`src/rtl/fence_display_pkg.sv`:
```
// Shared display definitions: overlay colours, screen geometry, health types.
// Ports: none (package only).
// Zero colour is reserved for "transparent", so every palette entry is nonzero.
package fence_display_pkg;

  localparam int SCREEN_W = 1024;
  localparam int SCREEN_H = 768;
  localparam int H_W      = 11;
  localparam int V_W      = 10;

  localparam logic [23:0] WHITE     = 24'hFFFFFF;
  localparam logic [23:0] GREEN     = 24'h00C000;
  localparam logic [23:0] RED       = 24'hE00000;
  localparam logic [23:0] YELLOW    = 24'hFFD000;
  localparam logic [23:0] DARK_GREY = 24'h303030;

  typedef logic [7:0] hp_t;

  typedef enum logic [1:0] {
    STEADY = 2'd0,
    FLASH  = 2'd1,
    DRAIN  = 2'd2
  } health_state_t;

  function automatic hp_t clamp_hp(input hp_t hp, input hp_t max_hp);
    return (hp > max_hp) ? max_hp : hp;
  endfunction

endpackage

```
`src/rtl/health_drain_fsm.sv`:
```
// Damage animation state: hit flash, then per-frame drain of shown health toward target.
// Ports: clk_i/rst_i (async active-high), new_frame_i frame strobe, target_i clamped health;
//        shown_o displayed health, frame_tgt_o target latched per frame, flash_white_o, draining_o.
// All state advances only on new_frame_i, so the picture never changes mid-frame.
module health_drain_fsm
  import fence_display_pkg::*;
#(
  parameter int unsigned MAX_HP       = 100,
  parameter int unsigned DRAIN_STEP   = 1,
  parameter int unsigned FLASH_FRAMES = 8
) (
  input  logic clk_i,
  input  logic rst_i,
  input  logic new_frame_i,
  input  hp_t  target_i,
  output hp_t  shown_o,
  output hp_t  frame_tgt_o,
  output logic flash_white_o,
  output logic draining_o
);

  localparam int FC_W = (FLASH_FRAMES > 1) ? $clog2(FLASH_FRAMES) : 1;
  localparam logic [FC_W-1:0] FLASH_LAST = FC_W'(FLASH_FRAMES - 1);
  localparam hp_t MAX_HP_T = hp_t'(MAX_HP);
  localparam hp_t STEP     = hp_t'(DRAIN_STEP);

  health_state_t   state_q, state_d;
  hp_t             shown_q, shown_d;
  hp_t             ftgt_q, ftgt_d;
  logic [FC_W-1:0] flash_q, flash_d;
  logic [1:0]      fcnt_q, fcnt_d;
  logic            draining_q;

  // State register
  always_ff @(posedge clk_i or posedge rst_i) begin
    if (rst_i) begin
      state_q    <= STEADY;
      shown_q    <= MAX_HP_T;
      ftgt_q     <= MAX_HP_T;
      flash_q    <= '0;
      fcnt_q     <= '0;
      draining_q <= 1'b0;
    end else begin
      state_q    <= state_d;
      shown_q    <= shown_d;
      ftgt_q     <= ftgt_d;
      flash_q    <= flash_d;
      fcnt_q     <= fcnt_d;
      draining_q <= (state_d != STEADY);
    end
  end

  // Next-state logic
  always_comb begin
    state_d = state_q;
    shown_d = shown_q;
    ftgt_d  = ftgt_q;
    flash_d = flash_q;
    fcnt_d  = fcnt_q;
    if (new_frame_i) begin
      fcnt_d = fcnt_q + 2'd1;
      // The fill edge is drawn from this per-frame copy so a mid-frame health change cannot tear the bar.
      ftgt_d = target_i;
      case (state_q)
        STEADY: begin
          if (target_i < shown_q) begin
            state_d = FLASH;
            flash_d = FLASH_LAST;
          end else begin
            shown_d = target_i;  // heals snap
          end
        end
        FLASH: begin
          if (target_i >= shown_q) begin
            shown_d = target_i;
            state_d = STEADY;
          end else if (flash_q == '0) begin
            state_d = DRAIN;
          end else begin
            flash_d = flash_q - FC_W'(1);
          end
        end
        DRAIN: begin
          if (target_i >= shown_q) begin
            shown_d = target_i;
            state_d = STEADY;
          end else if ((shown_q - target_i) <= STEP) begin
            // Saturate at target so shown never undershoots it.
            shown_d = target_i;
            state_d = STEADY;
          end else begin
            shown_d = shown_q - STEP;
          end
        end
        default: state_d = STEADY;
      endcase
    end
  end

  // Outputs
  always_comb begin
    shown_o       = shown_q;
    frame_tgt_o   = ftgt_q;
    flash_white_o = (state_q == FLASH) && fcnt_q[1];
    draining_o    = draining_q;
  end

endmodule

```
`src/rtl/health_bar_renderer.sv`:
```
// One fighter's health bar overlay: fill, ghost of recently lost health, empty track; 0 = transparent.
// Ports: clk_in/rst_in (async active-high), hcount_in/vcount_in scan position, new_frame_in, health_in;
//        pixel_out (1 cycle after hcount/vcount), draining_out (flash or drain in progress).
// Optional outline: define HEALTH_BAR_BORDER_EN for a 1-pixel WHITE box edge; latency is unchanged.
module health_bar_renderer
  import fence_display_pkg::*;
#(
  parameter int unsigned MAX_HP       = 100,
  parameter int unsigned PX_PER_HP    = 2,
  parameter int unsigned BAR_X        = 40,
  parameter int unsigned BAR_Y        = 20,
  parameter int unsigned BAR_H        = 12,
  parameter int unsigned MIRROR       = 0,
  parameter int unsigned DRAIN_STEP   = 1,
  parameter int unsigned FLASH_FRAMES = 8
) (
  input  logic           clk_in,
  input  logic           rst_in,
  input  logic [H_W-1:0] hcount_in,
  input  logic [V_W-1:0] vcount_in,
  input  logic           new_frame_in,
  input  logic [7:0]     health_in,
  output logic [23:0]    pixel_out,
  output logic           draining_out
);

  localparam int unsigned BAR_LEN = MAX_HP * PX_PER_HP;
  localparam logic [15:0] X_LO   = 16'(BAR_X);
  localparam logic [15:0] X_HI   = 16'(BAR_X + BAR_LEN);
  localparam logic [15:0] X_LAST = 16'(BAR_X + BAR_LEN - 1);
  localparam logic [15:0] Y_LO   = 16'(BAR_Y);
  localparam logic [15:0] Y_HI   = 16'(BAR_Y + BAR_H);
  localparam logic [15:0] PPH    = 16'(PX_PER_HP);
  localparam hp_t MAX_HP_T = hp_t'(MAX_HP);
  localparam hp_t LOW_HP   = hp_t'(MAX_HP / 4);

  hp_t         target_q;
  hp_t         shown_hp;
  hp_t         frame_tgt;
  logic        flash_white;
  logic [23:0] pixel_q, pixel_d;

  logic [15:0] h_ext, v_ext, off, fill_len, ghost_len;
  logic        in_box;

  always_ff @(posedge clk_in or posedge rst_in) begin
    if (rst_in) begin
      target_q <= MAX_HP_T;
      pixel_q  <= '0;
    end else begin
      target_q <= clamp_hp(health_in, MAX_HP_T);
      pixel_q  <= pixel_d;
    end
  end

  health_drain_fsm #(
    .MAX_HP      (MAX_HP),
    .DRAIN_STEP  (DRAIN_STEP),
    .FLASH_FRAMES(FLASH_FRAMES)
  ) u_fsm (
    .clk_i        (clk_in),
    .rst_i        (rst_in),
    .new_frame_i  (new_frame_in),
    .target_i     (target_q),
    .shown_o      (shown_hp),
    .frame_tgt_o  (frame_tgt),
    .flash_white_o(flash_white),
    .draining_o   (draining_out)
  );

  always_comb begin
    h_ext     = {{(16-H_W){1'b0}}, hcount_in};
    v_ext     = {{(16-V_W){1'b0}}, vcount_in};
    in_box    = (v_ext >= Y_LO) && (v_ext < Y_HI) && (h_ext >= X_LO) && (h_ext < X_HI);
    // Distance from the bar's "full" end; only meaningful inside the box.
    off       = (MIRROR != 0) ? (X_LAST - h_ext) : (h_ext - X_LO);
    fill_len  = {8'b0, frame_tgt} * PPH;
    ghost_len = {8'b0, shown_hp} * PPH;
  end

`ifdef HEALTH_BAR_BORDER_EN
  logic on_edge;
  always_comb begin
    on_edge = (v_ext == Y_LO) || (v_ext == Y_HI - 16'd1) || (h_ext == X_LO) || (h_ext == X_LAST);
  end
`endif

  always_comb begin
    pixel_d = '0;
    if (in_box) begin
      if (off < fill_len) begin
        if (flash_white)                pixel_d = WHITE;
        else if (frame_tgt <= LOW_HP)   pixel_d = RED;
        else                            pixel_d = GREEN;
      end else if (off < ghost_len) begin
        pixel_d = YELLOW;
      end else begin
        pixel_d = DARK_GREY;
      end
`ifdef HEALTH_BAR_BORDER_EN
      if (on_edge) pixel_d = WHITE;
`endif
    end
  end

  assign pixel_out = pixel_q;

endmodule

```
`config.mk`:
```
export PLATFORM = sky130hd
export DESIGN_NAME = health_bar_renderer
export DESIGN_NICKNAME = d
export VERILOG_FILES = /design/src/rtl/fence_display_pkg.sv /design/src/rtl/health_drain_fsm.sv /design/src/rtl/health_bar_renderer.sv
export SDC_FILE = /design/constraint.sdc
export NUM_CORES = 1
export LEC_CHECK = 0
export ABC_AREA = 1
export BUFFER_PORTS_ARGS = -buffer_cell sky130_fd_sc_hd__buf_2
export CORE_ASPECT_RATIO = 1.1
export CORE_UTILIZATION = 50
export DETAILED_ROUTE_END_ITERATION = 10
export GPL_TIMING_DRIVEN = 0
export PLACE_DENSITY_LB_ADDON = 0.05
export SETUP_SLACK_MARGIN = 0.02
export SYNTH_ARGS = -nofsm -noshare
export SYNTH_HDL_FRONTEND = slang
export SYNTH_HIERARCHICAL = 1
export SYNTH_SLANG_ARGS = --single-unit
```
`constraint.sdc`:
```
create_clock -name clk_in -period 5.4 [get_ports clk_in]
set_clock_uncertainty 0.05 [all_clocks]
set_input_delay 0.27 -clock clk_in [delete_from_list [all_inputs] [get_ports clk_in]]
set_output_delay 0.27 -clock clk_in [all_outputs]
set_load 0.01 [all_outputs]
```
==> metrics <==
status=finished, final reports clean; Max Cap Viol=0; antenna violations before repair=0; num ports=between 50 and 60; Avg Synthesized Cell Area=7.132 µm²; crit path time final=2.379 ns; via count=2807; # diodes=0; Unique masters post-synth=34; die area=6700 µm²; Row Count=30; DP HPWL=roughly 5300 µm; Synth top area share=0.2355; Clock Pin Slew Worst Setup and Hold Paths=around 0.080 ns; top cells by area, synth=dfrtp_1, nand2_1, ha_1; share of flip-flops with an asynchronous set or reset=1.000; footprint of the multi-input gates=1717 µm²; min-delay worst type=primary input to flop; number of fillers in the final layout=608; final setup fails=0; Global Route Usage Sum=0.1965; met2 usage in global routing=0.3724; Final ANT Viol Nets=0; register area share after synthesis=0.3097; Via-to-Cell Ratio=approximately 4.8; Power Density=357.2 nW/µm²; Clk Latency, worst-skew pair=0.29 ns; Max IR drop VDD=about 240 µV; unrepaired setup endpoints after global routing=false; final hold violations=0; synthesis-to-layout area growth=15.46%; Net count, final=569; Clk Tree Root Cell=clkbuf_8; Worst-Margin Slew=0.8968 ns; mapped cell area=3188 µm²; Reg area=just under 1000 µm²; CP Data Arrival Time=2.50 ns; final setup TNS=0 ns; vias in the first global route=between 2000 and 3000; max frequency=0.4203 GHz; Setup crit end kind=flop; DRC=0; Resized cells post-CTS=0; placed cells=581; initial drt markers=43; Initial Utilization=0.5179; met1 Use GR=0.2224; r2r worst-path depth=13; clock buffer depth=2; total grt overflow=0; hold path depth=2; Non-Filler Instances=slightly below 600; met3 Use GR=0.02660; Required @ worst endpoint=~5.5 ns; Slew HR=0.4015; share of cells above drive strength 1=0.2451; Static Leak=0.002236 µW; Die Wd=78.14 µm; Synth Flop Type=dfrtp_1; Port-buffer cells=54; DRT Pass-1 Iters=4; Ys Warns=6; most frequent cell after synthesis=nand2_1; chip height=85.75 µm; first-pass GRT wire length=10510 µm; critical path peak fanout=9; largest net degree at the start of global routing=25; Slew Limit Fails=0; synth cell count leaders=nand2_1, inv_1, nand3_1; final wirelength=6137 µm; GPL Wtd Cong=0.8475; startpoint class of the critical path=flop; Synth area leader=dfrtp_1; Mapped Cells=447; CTS tree=yes; crit share post-route=0.4406; core area=~6000 µm²; DR WL/cell=10.40 µm; critical path type=flop to flop; # H-tree levels=2; post-synth net total=507; EDFF count, synth=0; Top Usage Layer GRT=met2; #FFs+latches synth=39; Num CTS Buffers=5; Clock Sinks=39
## sequential cells by signal, indices dropped and copies added, names as in the netlist
signal and flops:
pixel_out 7, u_fsm/fcnt_q 2, u_fsm/frame_tgt_o 8, u_fsm/shown_o 8, u_fsm/draining_o 1, target_q 8
u_fsm/flash_q 3, u_fsm/state_q 2
## critical path, cell delays in order, from the launching register on
cell	delay, ns
dfrtp_1	0.42
inv_1	0.11
ha_1	0.22
fa_1	0.39
inv_1	0.11
nand3_1	0.08
nand2_1	0.11
nand2_1	0.08
nand3_2	0.12
nand3b_2	0.13
nand2_2	0.19
inv_2	0.11
nand3_1	0.10
nand2_1	0.05
## layout make-up
type | instances | area share
multi-input cells | 296 | 0.4664
flip-flops and latches | 39 | 0.2682
inverters | 93 | 0.09483
repair buffers | 55 | 0.07614
plain buffers | 19 | 0.03671
well taps | 80 | 0.02719
clock buffers | 5 | 0.01869
clock inverters | 3 | 0.01190
## routing by layer
metal	vias to the layer above	routed length, µm
li1	1477	-
met4	0	89
met1	1250	2689
met5	-	0
met3	8	274
met2	72	3085
## power by group
part / internal [µW] / switching, µW / leakage, µW
Combinational: 249 / 403 / 0.00169
Sequential: 364 / 62.4 / 0.000485
Clock: 137 / 98.8 / 0.0000581
Total: 751 / 564 / 0.00224
## cell families after synthesis
logic type                 after synthesis  share of synthesized area
AOI/OAI and AO/OA                       28                    0.04670
adders and majority gates               28                     0.1122
and+or+nand+nor                        227                     0.3454
xor gates and xnor gates                12                    0.03297
other                                    1                   0.001176
DFF                                     39                     0.3097
buffers and inverters                  112                     0.1519
## through the flow
| stage | power (µW) | worst slack [ns] | cell area (µm²) | hold slack [ns] | utilization |
|---|---|---|---|---|---|
| floorplan | 947.2 | 3.330 | 3188 | 0.1193 | - |
| global placement | 1065 | 2.966 | 3558 | 0.3088 | 0.5780 |
| detailed placement | 1086 | 2.961 | 3558 | 0.3140 | 0.5780 |
| CTS | 1328 | 3.040 | 3681 | 0.1199 | 0.5980 |
| global route | 1463 | 2.843 | 3681 | 0.1410 | 0.5980 |
| finish | 1315 | 3.021 | 3681 | 0.1321 | 0.5980 |
## path summary, 6_finish.rpt
kind	startpoint	to	slack, ns
setup / recovery	u_fsm/shown_o[0]	u_fsm/shown_o[4]	3.02
hold / removal	health_in[2]	target_q[2]	0.13
setup reg to reg	u_fsm/shown_o[0]	u_fsm/shown_o[4]	3.02
hold reg to reg	u_fsm/fcnt_q[0]	u_fsm/fcnt_q[0]	0.42
max in group asynchronous	rst_in	u_fsm/shown_o[4]	4.06
min in group asynchronous	rst_in	pixel_out[19]	0.53
## layout by cell type, fill, tap and decap left out, types with 2 or more instances in the layout
cell / n
inv_1: 88
nand2_1: 116
xnor2_1: 6
nand3_2: 5
nor2_2: 5
clkbuf_8: 5
clkbuf_1: 2
dfrtp_1: 30
inv_2: 5
nand3_1: 36
dfstp_2: 9
or2_2: 3
buf_4: 17
ha_1: 27
nor2_1: 33
nand4_2: 2
a31oi_1: 2
xor2_1: 6
nand2_2: 8
nor3_1: 3
buf_2: 54
nor3_4: 2
nand4_1: 4
nand3b_1: 3
o21ai_0: 15
a21oi_1: 9
nand2_4: 2
## repair_timing
item / 4_1_cts / 5_1_grt
setup buffers: 0 / 0
endpoints found under the hold margin: 11 / 0
hold buffers: 1 / 0
Power figures use the tool's default switching activity.
